===== config.mk =====
export PLATFORM = sky130hd
export DESIGN_NAME = tlc_phase_sequencer
export DESIGN_NICKNAME = d
export VERILOG_FILES = /design/src/rtl/tlc_pkg.sv /design/src/rtl/tlc_phase_timer.sv /design/src/rtl/tlc_phase_sequencer.sv
export SDC_FILE = /design/constraint.sdc
export NUM_CORES = 1
export LEC_CHECK = 0
export BUFFER_PORTS_ARGS = -buffer_cell sky130_fd_sc_hd__buf_2
export CORE_UTILIZATION = 45
export CTS_CLUSTER_DIAMETER = 150
export DETAILED_ROUTE_END_ITERATION = 10
export PLACE_DENSITY = 0.66
export SLEW_MARGIN = 20
export SYNTH_ARGS = -nofsm -noshare
export SYNTH_HDL_FRONTEND = slang
export SYNTH_SLANG_ARGS = --single-unit

===== constraint.sdc =====
create_clock -name Clk -period 5.1 [get_ports Clk]
set_input_delay 0 -clock Clk [delete_from_list [all_inputs] [get_ports Clk]]
set_output_delay 0 -clock Clk [all_outputs]
set_load 0.02 [all_outputs]

===== src/rtl/tlc_pkg.sv =====
// Shared definitions for the highway/farm traffic-light sequencer:
// state codes, lamp encodings, config register addresses and default durations.
package tlc_pkg;

    typedef enum logic [2:0] {
        S_START    = 3'd0,
        S_HWY_GRN  = 3'd1,
        S_HWY_YEL  = 3'd2,
        S_ALLRED   = 3'd3,
        S_FARM_GRN = 3'd4,
        S_FARM_YEL = 3'd5,
        S_PREEMPT  = 3'd6
    } state_t;

    typedef enum logic [1:0] {
        RED    = 2'b00,
        YELLOW = 2'b01,
        GREEN  = 2'b11
    } lamp_t;

    localparam logic [2:0] A_START    = 3'd0;
    localparam logic [2:0] A_HWY_MIN  = 3'd1;
    localparam logic [2:0] A_YEL      = 3'd2;
    localparam logic [2:0] A_ALLRED   = 3'd3;
    localparam logic [2:0] A_FARM_MIN = 3'd4;
    localparam logic [2:0] A_FARM_MAX = 3'd5;

    // Defaults in 50 MHz clock cycles
    localparam int unsigned TLC_DEF_START    = 150000000;
    localparam int unsigned TLC_DEF_HWY_MIN  = 1500000000;
    localparam int unsigned TLC_DEF_YEL      = 150000000;
    localparam int unsigned TLC_DEF_ALLRED   = 50000000;
    localparam int unsigned TLC_DEF_FARM_MIN = 150000000;
    localparam int unsigned TLC_DEF_FARM_MAX = 750000000;

    function automatic lamp_t hwy_lamp(input state_t s);
        case (s)
            S_HWY_GRN, S_PREEMPT: return GREEN;
            S_HWY_YEL:            return YELLOW;
            default:              return RED;
        endcase
    endfunction

    function automatic lamp_t farm_lamp(input state_t s);
        case (s)
            S_FARM_GRN: return GREEN;
            S_FARM_YEL: return YELLOW;
            default:    return RED;
        endcase
    endfunction

endpackage


===== src/rtl/tlc_phase_timer.sv =====
// Phase timer: saturating up-counter cleared on phase change, with two
// expiry compares (main duration and an early-exit duration).
// A duration of 0 behaves as 1, so the limit is max(dur,1)-1.
module tlc_phase_timer #(
    parameter int unsigned CNT_W = 31
) (
    input  logic             Clk,
    input  logic             Rst_n,
    input  logic             clr,
    input  logic [CNT_W-1:0] dur,
    input  logic [CNT_W-1:0] durEarly,
    output logic [CNT_W-1:0] Count,
    output logic             expired,
    output logic             expiredEarly
);

    localparam logic [CNT_W-1:0] ONE = CNT_W'(1);

    logic [CNT_W-1:0] lim;
    logic [CNT_W-1:0] limEarly;

    assign lim          = (dur == '0) ? '0 : dur - ONE;
    assign limEarly     = (durEarly == '0) ? '0 : durEarly - ONE;
    assign expired      = (Count >= lim);
    assign expiredEarly = (Count >= limEarly);

    // Count cycles within the phase, restart on phase change, stick at all-ones
    always_ff @(posedge Clk) begin
        if (!Rst_n || clr) begin
            Count <= '0;
        end else if (Count != '1) begin
            Count <= Count + ONE;
        end
    end

endmodule


===== src/rtl/tlc_phase_sequencer.sv =====
// Highway/farm intersection phase sequencer. Holds the phase FSM, the latched
// farm-road request and the programmable phase durations; drives both signal
// heads as a registered decode of the next state.
// Optional emergency preempt is compiled in when TLC_PREEMPT_EN is defined.
module tlc_phase_sequencer
    import tlc_pkg::*;
#(
    parameter int unsigned CNT_W        = 31,
    parameter int unsigned DEF_START    = TLC_DEF_START,
    parameter int unsigned DEF_HWY_MIN  = TLC_DEF_HWY_MIN,
    parameter int unsigned DEF_YEL      = TLC_DEF_YEL,
    parameter int unsigned DEF_ALLRED   = TLC_DEF_ALLRED,
    parameter int unsigned DEF_FARM_MIN = TLC_DEF_FARM_MIN,
    parameter int unsigned DEF_FARM_MAX = TLC_DEF_FARM_MAX
) (
    input  logic             Clk,
    input  logic             Rst_n,
    input  logic             farmSensor,
    input  logic             preempt,
    input  logic             cfgWe,
    input  logic [2:0]       cfgAddr,
    input  logic [CNT_W-1:0] cfgData,
    output logic [1:0]       highwaySignal,
    output logic [1:0]       farmSignal,
    output logic [2:0]       state,
    output logic [CNT_W-1:0] Count,
    output logic             phaseDone
);

    state_t           stateQ;
    state_t           stateNxt;
    logic             farmReq;
    logic             expired;
    logic             expiredEarly;
    logic [CNT_W-1:0] durSel;
    logic [CNT_W-1:0] durStart;
    logic [CNT_W-1:0] durHwyMin;
    logic [CNT_W-1:0] durYel;
    logic [CNT_W-1:0] durAllred;
    logic [CNT_W-1:0] durFarmMin;
    logic [CNT_W-1:0] durFarmMax;
    logic             phaseChange;
    logic             enterFarmGrn;

    assign phaseChange  = (stateNxt != stateQ);
    assign enterFarmGrn = (stateNxt == S_FARM_GRN) && (stateQ != S_FARM_GRN);
    assign state        = stateQ;
    assign phaseDone    = Rst_n && phaseChange;

`ifndef TLC_PREEMPT_EN
    logic unusedPreempt;
    assign unusedPreempt = preempt;
`endif

    tlc_phase_timer #(
        .CNT_W (CNT_W)
    ) u_timer (
        .Clk          (Clk),
        .Rst_n        (Rst_n),
        .clr          (phaseChange),
        .dur          (durSel),
        .durEarly     (durFarmMin),
        .Count        (Count),
        .expired      (expired),
        .expiredEarly (expiredEarly)
    );

    // Duration registers: writable at any time, effective from the next cycle
    always_ff @(posedge Clk) begin
        if (!Rst_n) begin
            durStart   <= CNT_W'(DEF_START);
            durHwyMin  <= CNT_W'(DEF_HWY_MIN);
            durYel     <= CNT_W'(DEF_YEL);
            durAllred  <= CNT_W'(DEF_ALLRED);
            durFarmMin <= CNT_W'(DEF_FARM_MIN);
            durFarmMax <= CNT_W'(DEF_FARM_MAX);
        end else if (cfgWe) begin
            case (cfgAddr)
                A_START:    durStart   <= cfgData;
                A_HWY_MIN:  durHwyMin  <= cfgData;
                A_YEL:      durYel     <= cfgData;
                A_ALLRED:   durAllred  <= cfgData;
                A_FARM_MIN: durFarmMin <= cfgData;
                A_FARM_MAX: durFarmMax <= cfgData;
                default:    ;
            endcase
        end
    end

    // Farm request latch: cleared when farm green starts (clear beats set);
    // sensor activity during farm green only drives the early-exit term
    always_ff @(posedge Clk) begin
        if (!Rst_n) begin
            farmReq <= 1'b0;
        end else if (enterFarmGrn) begin
            farmReq <= 1'b0;
        end else if (farmSensor && (stateQ != S_FARM_GRN)) begin
            farmReq <= 1'b1;
        end
    end

    // Pick the duration that bounds the current phase
    always_comb begin
        durSel = durStart;
        case (stateQ)
            S_START:    durSel = durStart;
            S_HWY_GRN:  durSel = durHwyMin;
            S_HWY_YEL:  durSel = durYel;
            S_ALLRED:   durSel = durAllred;
            S_FARM_GRN: durSel = durFarmMax;
            S_FARM_YEL: durSel = durYel;
            default:    durSel = durStart;
        endcase
    end

    // State register
    always_ff @(posedge Clk) begin
        if (!Rst_n) begin
            stateQ <= S_START;
        end else begin
            stateQ <= stateNxt;
        end
    end

    // Next-state logic; preempt overrides the normal targets when enabled
    always_comb begin
        stateNxt = stateQ;
        case (stateQ)
            S_START:    if (expired)            stateNxt = S_HWY_GRN;
            S_HWY_GRN:  if (expired && farmReq) stateNxt = S_HWY_YEL;
            S_HWY_YEL:  if (expired)            stateNxt = S_ALLRED;
            S_ALLRED:   if (expired)            stateNxt = S_FARM_GRN;
            S_FARM_GRN: if (expired || (expiredEarly && !farmSensor))
                                                stateNxt = S_FARM_YEL;
            S_FARM_YEL: if (expired)            stateNxt = S_START;
            S_PREEMPT:                          stateNxt = S_HWY_GRN;
            default:                            stateNxt = S_START;
        endcase
`ifdef TLC_PREEMPT_EN
        if (preempt) begin
            case (stateQ)
                S_START, S_HWY_GRN, S_PREEMPT: stateNxt = S_PREEMPT;
                S_FARM_GRN:                    stateNxt = S_FARM_YEL;
                default: if (stateNxt != stateQ) stateNxt = S_PREEMPT;
            endcase
        end
`endif
    end

    // Lamps follow the state being entered, so they switch on the same edge
    always_ff @(posedge Clk) begin
        if (!Rst_n) begin
            highwaySignal <= RED;
            farmSignal    <= RED;
        end else begin
            highwaySignal <= hwy_lamp(stateNxt);
            farmSignal    <= farm_lamp(stateNxt);
        end
    end

endmodule


After elaboration in Yosys (flattened, before gate mapping):

Index checks and enable logic that the tools add are counted.

* bits in registers: 225
* input bits: 39
* output and inout bits: 39
* word-level logic and storage cells: 70

* add/subtract/negate cells: 3
* order comparisons: 2
* eq/ne operators: 19
* multiplexer cells: 12
* bitwise gates (word level): 1
* reduce and logical (&&, ||, !) cells: 22

Operators by type and width (number)
* one-hot mux 31 bit (4 select lines): 1
* >= comparator 31 bit: 2
* logical NOT 31 bit: 2
* two-way mux 31 bit: 2
* subtractor 31 x 1 -> 31 bit (second input constant): 2
* adder 31 x 1 -> 31 bit (second input constant): 1
* inequality test 31 bit (second input constant): 1
* == test 3 bit (second input constant): 8
* one-hot mux 3 bit (7 select lines): 1
* two-way mux 3 bit: 6
* == test 3 x 2 -> 1 bit (second input constant): 5
* AND reduction 2 bit: 6
* == test 3 x 1 -> 1 bit (second input constant): 3
* one-hot mux 2 bit (2 select lines): 2
* logical NOT 3 bit: 2
* OR reduction 2 bit: 3
* logical AND 1 bit: 5
* inequality test 3 bit: 1
* inequality test 3 bit (second input constant): 1
* logical NOT 1 bit: 2
* logical OR 1 bit: 2
* inverter 1 bit: 1

Depth between registers and ports, before layout:

* depth after elaboration: 12
* gate-level depth with buffers: 25
* mapped depth without buffers: 18

Modules after synthesis:

From an unflattened synthesis, not the netlist that was laid out.

* cell total of the unflattened synthesis: 1692
* area total of the unflattened synthesis: 12604.6 µm²

By module, submodules not included
* tlc_phase_sequencer: instances 1, cells each 1115, area an instance 8389.3 µm², sequential area each 3883.7 µm²
* tlc_phase_timer: instances 1, cells each 577, area an instance 4215.3 µm², sequential area each 620.6 µm²

Worst setup path before layout:

Ideal clock, no wire load.

* path type: register to register
* start point: register stateQ[0] (netlist: state[0])
* end point: register u_timer.Count[24]
* setup time: 0.131 ns
* arrival time: 4.728 ns
* data required time: 4.969 ns
* slack: 0.240 ns
* cell stages (with the launch flop): 24
* buffers on the path: 5
* clock period less this slack: 4.860 ns
* path through: dfxtp_1 -> buf_2 -> inv_2 -> clkbuf_1 -> clkbuf_1 -> a221o_1 -> a22o_1 -> nand2_1 -> ha_1 -> nand4_2 -> nor4_4 -> nand2b_1 -> buf_2 -> and2_1 -> ha_1 -> nand2b_1 -> a31oi_1 -> o21ai_0 -> a21oi_1 -> o31a_1 -> o211a_1 -> o2111ai_1 -> clkbuf_1 -> nor3_1

* cells in the longest elaborated chain, start to end: 11
* elaborated cells between the ends (all ways): 24
* those cells by class: add/sub: 1; order compare: 1; eq/ne: 7; mux: 9; reduce/logical: 6

RTL lines
* from (decl): line tlc_phase_sequencer.sv:30 `state_t stateQ;`
* from (signal assigned): line tlc_phase_sequencer.sv:121 `stateQ <= stateNxt;`
* == test 3 bit / == test 3 x 2 -> 1 bit (equally long branches): line tlc_phase_sequencer.sv:105, tlc_phase_sequencer.sv:128
* OR reduction 2 bit (no source line)
* one-hot mux 31 bit (4 select lines): line tlc_phase_sequencer.sv:105 `case (stateQ)`
* subtractor 31 x 1 -> 31 bit / logical NOT 31 bit (equally long branches): line tlc_phase_timer.sv:22 `assign lim = (dur == '0) ? '0 : dur - ONE;`
* two-way mux 31 bit: line tlc_phase_timer.sv:22
* >= comparator 31 bit: line tlc_phase_timer.sv:24 `assign expired = (Count >= lim);`
* logical OR 1 bit / logical AND 1 bit (equally long branches): line tlc_phase_sequencer.sv:133, tlc_phase_sequencer.sv:130
* two-way mux 3 bit, on equally long branches: line tlc_phase_sequencer.sv:133, tlc_phase_sequencer.sv:130
* one-hot mux 3 bit (7 select lines): line tlc_phase_sequencer.sv:128 `case (stateQ)`
* inequality test 3 bit (*): line tlc_phase_sequencer.sv:45 `assign phaseChange = (stateNxt != stateQ);`
* logical OR 1 bit (*): line tlc_phase_timer.sv:29 `if (!Rst_n || clr) begin`
* to (signal assigned): line tlc_phase_timer.sv:32 `Count <= Count + ONE;`
* to (decl): line tlc_phase_timer.sv:12 `output logic [CNT_W-1:0] Count,`

Every way passes the cells marked *; elsewhere a longest branch is shown, timed or not.
A chain may end at the register's enable or synchronous reset.

Worst setup path in the final report:

* start point: register stateQ[2] (netlist: state[2])
* end point: output port phaseDone

* cells in the longest elaborated chain, start to end: 11
* elaborated cells between the ends (all ways): 24
* those cells by class: add/sub: 1; order compare: 1; eq/ne: 7; mux: 9; reduce/logical: 6

RTL lines
* == test 3 bit / == test 3 x 2 -> 1 bit (equally long branches): line tlc_phase_sequencer.sv:105, tlc_phase_sequencer.sv:128
* OR reduction 2 bit (no source line)
* one-hot mux 31 bit (4 select lines): line tlc_phase_sequencer.sv:105
* subtractor 31 x 1 -> 31 bit / logical NOT 31 bit (equally long branches): line tlc_phase_timer.sv:22
* two-way mux 31 bit: line tlc_phase_timer.sv:22
* >= comparator 31 bit: line tlc_phase_timer.sv:24
* logical OR 1 bit / logical AND 1 bit (equally long branches): line tlc_phase_sequencer.sv:133, tlc_phase_sequencer.sv:130
* two-way mux 3 bit, on equally long branches: line tlc_phase_sequencer.sv:133, tlc_phase_sequencer.sv:130
* one-hot mux 3 bit (7 select lines): line tlc_phase_sequencer.sv:128
* inequality test 3 bit (*): line tlc_phase_sequencer.sv:45
* logical AND 1 bit (*): line tlc_phase_sequencer.sv:48 `assign phaseDone = Rst_n && phaseChange;`
* to (decl): line tlc_phase_sequencer.sv:27 `output logic phaseDone`

Marks and branches as above.

==> results.tsv <==
metric	value	unit
Min-Delay Path Class	in2reg	
Clock Sinks	225	
crit share post-route	98.6	%
CP required	5.10	ns
total grt overflow	0	
Post-synth ARST share	0	%
vias in the first global route	10627	
Syn Nets	1770	
slowest stage delay, CP	0.48	ns
final setup fails	0	
Top Metal Used	met4	
Starting Density	45.8	%
antenna viol nets, final	0	
Least-Margin Pin Slew	0.934	ns
Total Wirelength	37.0	mm
metal2 WL	17.0	mm
synth warn	0	
Clk Latency, worst-skew pair	0.52	ns
Syn Inst Count	1666	
Hold Fails Final Rpt	0	
clock slew at reported path FFs	0.06	ns
Core Area	26900	um^2
crit path capture type	output pin	
synthesized flop and latch total	225	
DRC Markers	0	
Max FO, Critical Path	8	
Power Density	275	nW/um^2
critical-path cell list	buf_8 -> nor3_4 -> a21oi_4 -> buf_6 -> or2_2 -> a222oi_1 -> nand4_1 -> nor4_4 -> nand2b_4 -> buf_4 -> nand2_1 -> ha_1 -> a21o_1 -> a21o_1 -> a21oi_2 -> o2111a_1 -> o31a_1 -> o211a_1 -> nor2_1 -> o21a_1 -> buf_6	
met3 wire len	2.36	mm
WL/cell	17.4	um
die width	167	um
Synth top area share	36.6	%
synthesized area	12300	um^2
initial antenna violation count	0	
hpwl dp	24.8	mm
final net count	1877	
largest net degree at the start of global routing	76	
IO Port Bufs	76	
Area Growth Syn to Fin	19.6	%
Slew Viols, Final	0	
count of different cell masters after synthesis	66	
Tot GR Track Use	25.3	%
DRT iter0 DRCs	951	
CTS Buffer Depth	3	
worst relative slew slack	37.2	%
row count	60	
Top FF cell, synth	dfxtp_1	
post-layout instance area	14700	um^2
TritonCTS Buffers	25	
Fmax	0.199	GHz
Leak	6.27	nW
post-synthesis sequential area ratio	36.6	%
ratio of cells with drive above 1 in the final layout	14.1	%
gpl congestion	0.883	
critical path startpoint category	register	
vias per inst	5.60	
hold slack	0.0190	ns
Critical-path top delay cell	a222oi_1	
root buffer cell	clkbuf_16	
DRT Pass-1 Iters	6	
CP arrival	5.03	ns
die area	28000	um^2
Synth area leader	dfxtp_1	
Area contributors post-synth	dfxtp_1 (37%), nand2_1 (15%), a21oi_1 (7.4%), ha_1 (6.6%), nand3_1 (3.1%)	
first-pass GRT wire length	57.1	mm
Die Y	167	um
Setup Skew	0.0108	ns
Area after DPL	13100	um^2
number of enable flip-flop cells after synthesis	0	
max-cap viol count	0	
CTS tree	built	
CP Class	reg2out	
# IOs	78	
Routed met1 length	17.1	mm
Tmin final	5.03	ns
CTS H-tree lvls	1	
ant diodes	0	
syn avg cell area	7.39	um^2
status	finished, final reports clean	
VDD IR-drop max	0.199	mV
routed vias	11946	
-- final timing paths --
| check | cells past startpoint | to | startpoint | slack (ns) |
|---|---|---|---|---|
| min reg2reg | 2 | durFarmMax[0]$_SDFFE_PN0P_ | durFarmMax[0]$_SDFFE_PN0P_ | 0.45 |
| max reg2reg | 22 | u_timer.Count[12]$_SDFFE_PP0P_ | state[2]$_SDFF_PN0_ | 0.25 |
| max | 21 | phaseDone | state[2]$_SDFF_PN0_ | 0.07 |
| min | 4 | durAllred[3]$_SDFFE_PN0P_ | cfgAddr[1] | 0.02 |
-- what timing repair did --
action	CTS	global route
endpoints found under the setup margin	1	8
hold buffers	36	0
pin swaps	4	18
gates cloned	0	3
buffers inserted	4	14
endpoints found under the hold margin	187	0
resized for setup	4	46
-- final cells by class --
type                            instances  area, um^2
Clock buffer                           36         727
Clock inverter                          9         148
Fill cell                            2612       12200
Inverter                               28         113
Multi-Input combinational cell       1309        7430
Sequential cell                       225        4510
Tap cell                              341         427
Timing Repair Buffer                  184        1370
-- worst max-delay path: cells and delay by family, from the launching register on --
kind            cells  cell delay (ns)
buf+inv             4             0.62
compound gates      9             1.89
simple gates        7             1.39
fa+ha+maj           1             0.23
flops               1             0.37
-- report_power, final --
| group | leakage (nW) | total (mW) | switching [mW] | internal (mW) |
|---|---|---|---|---|
| clock | 0.429 | 1.93 | 0.745 | 1.19 |
| combinational | 4.01 | 0.296 | 0.184 | 0.112 |
| sequential | 1.83 | 1.83 | 0.0277 | 1.80 |
-- per-layer routing --
metal / vias to the layer above / track usage [%]
li1: 5933 / -
met2: 377 / 41.6
met5: - / 0
met1: 5594 / 35.6
met3: 42 / 2.74
met4: 0 / 5.27
-- stage by stage --
stage / worst slack [ns] / total power, mW / util (%) / std cells / TNS (ns)
final: 0.0705 / 4.05 / 54.8 / 2132 / 0
after global routing: -0.0861 / 4.19 / 54.8 / 2132 / -0.0861
after CTS: 0.0267 / 4.07 / 53.5 / 2115 / 0
after detailed placement: 0.105 / 2.13 / 48.8 / 2030 / 0
after global placement: 0.220 / 2.12 / 48.8 / 2030 / 0
after floorplan: 0.240 / 2.03 / - / 1666 / 0
-- placed cells by master, fill, tap and decap left out, drive strengths merged, types with 31 or more instances in the layout --
cell,n
buf,147
o21ai,31
nand3,77
xor2,35
dfxtp,225
ha,65
dlygate4sd3,36
nand2,506
xnor2,37
clkbuf,37
nor2,81
a21oi,182
-- sequential cells by signal (all words and copies together) (netlist names) --
register and cells:
durAllred 31, durFarmMax 31, durFarmMin 31, durHwyMin 31, durStart 31, durYel 31, u_timer.Count 31, state 3
farmSignal 2, highwaySignal 2, farmReq 1
-- kinds of logic after synthesis --
kind of cell	synth area share (%)
xor+xnor	5.12
mux	0.498
simple gates	29.3
fa+ha+maj	6.61
flops	36.6
compound gates	17.6
buf+inv	4.34
-- cells in the mapped netlist, drive strengths merged, types with 2 or more instances --
library cell / count
nand2: 506
dfxtp: 225
a21oi: 182
nor2: 81
nand3: 77
clkbuf: 76
ha: 65
xnor2: 37
xor2: 35
o21ai: 31
buf: 28
inv: 28
a22o: 27
nor3: 26
nand2b: 24
or2: 24
a221o: 17
nor2b: 17
o211ai: 17
nand4: 16
and3: 14
a21o: 13
nor4: 13
o221ai: 8
a211oi: 7
a31oi: 7
and2: 6
a222oi: 5
a22oi: 5
mux2i: 5
nor3b: 4
or3: 4
or4: 4
a2bb2o: 3
and4: 3
o22ai: 3
a41oi: 2
nor4b: 2
o211a: 2
(Power assumes the default switching activity.)
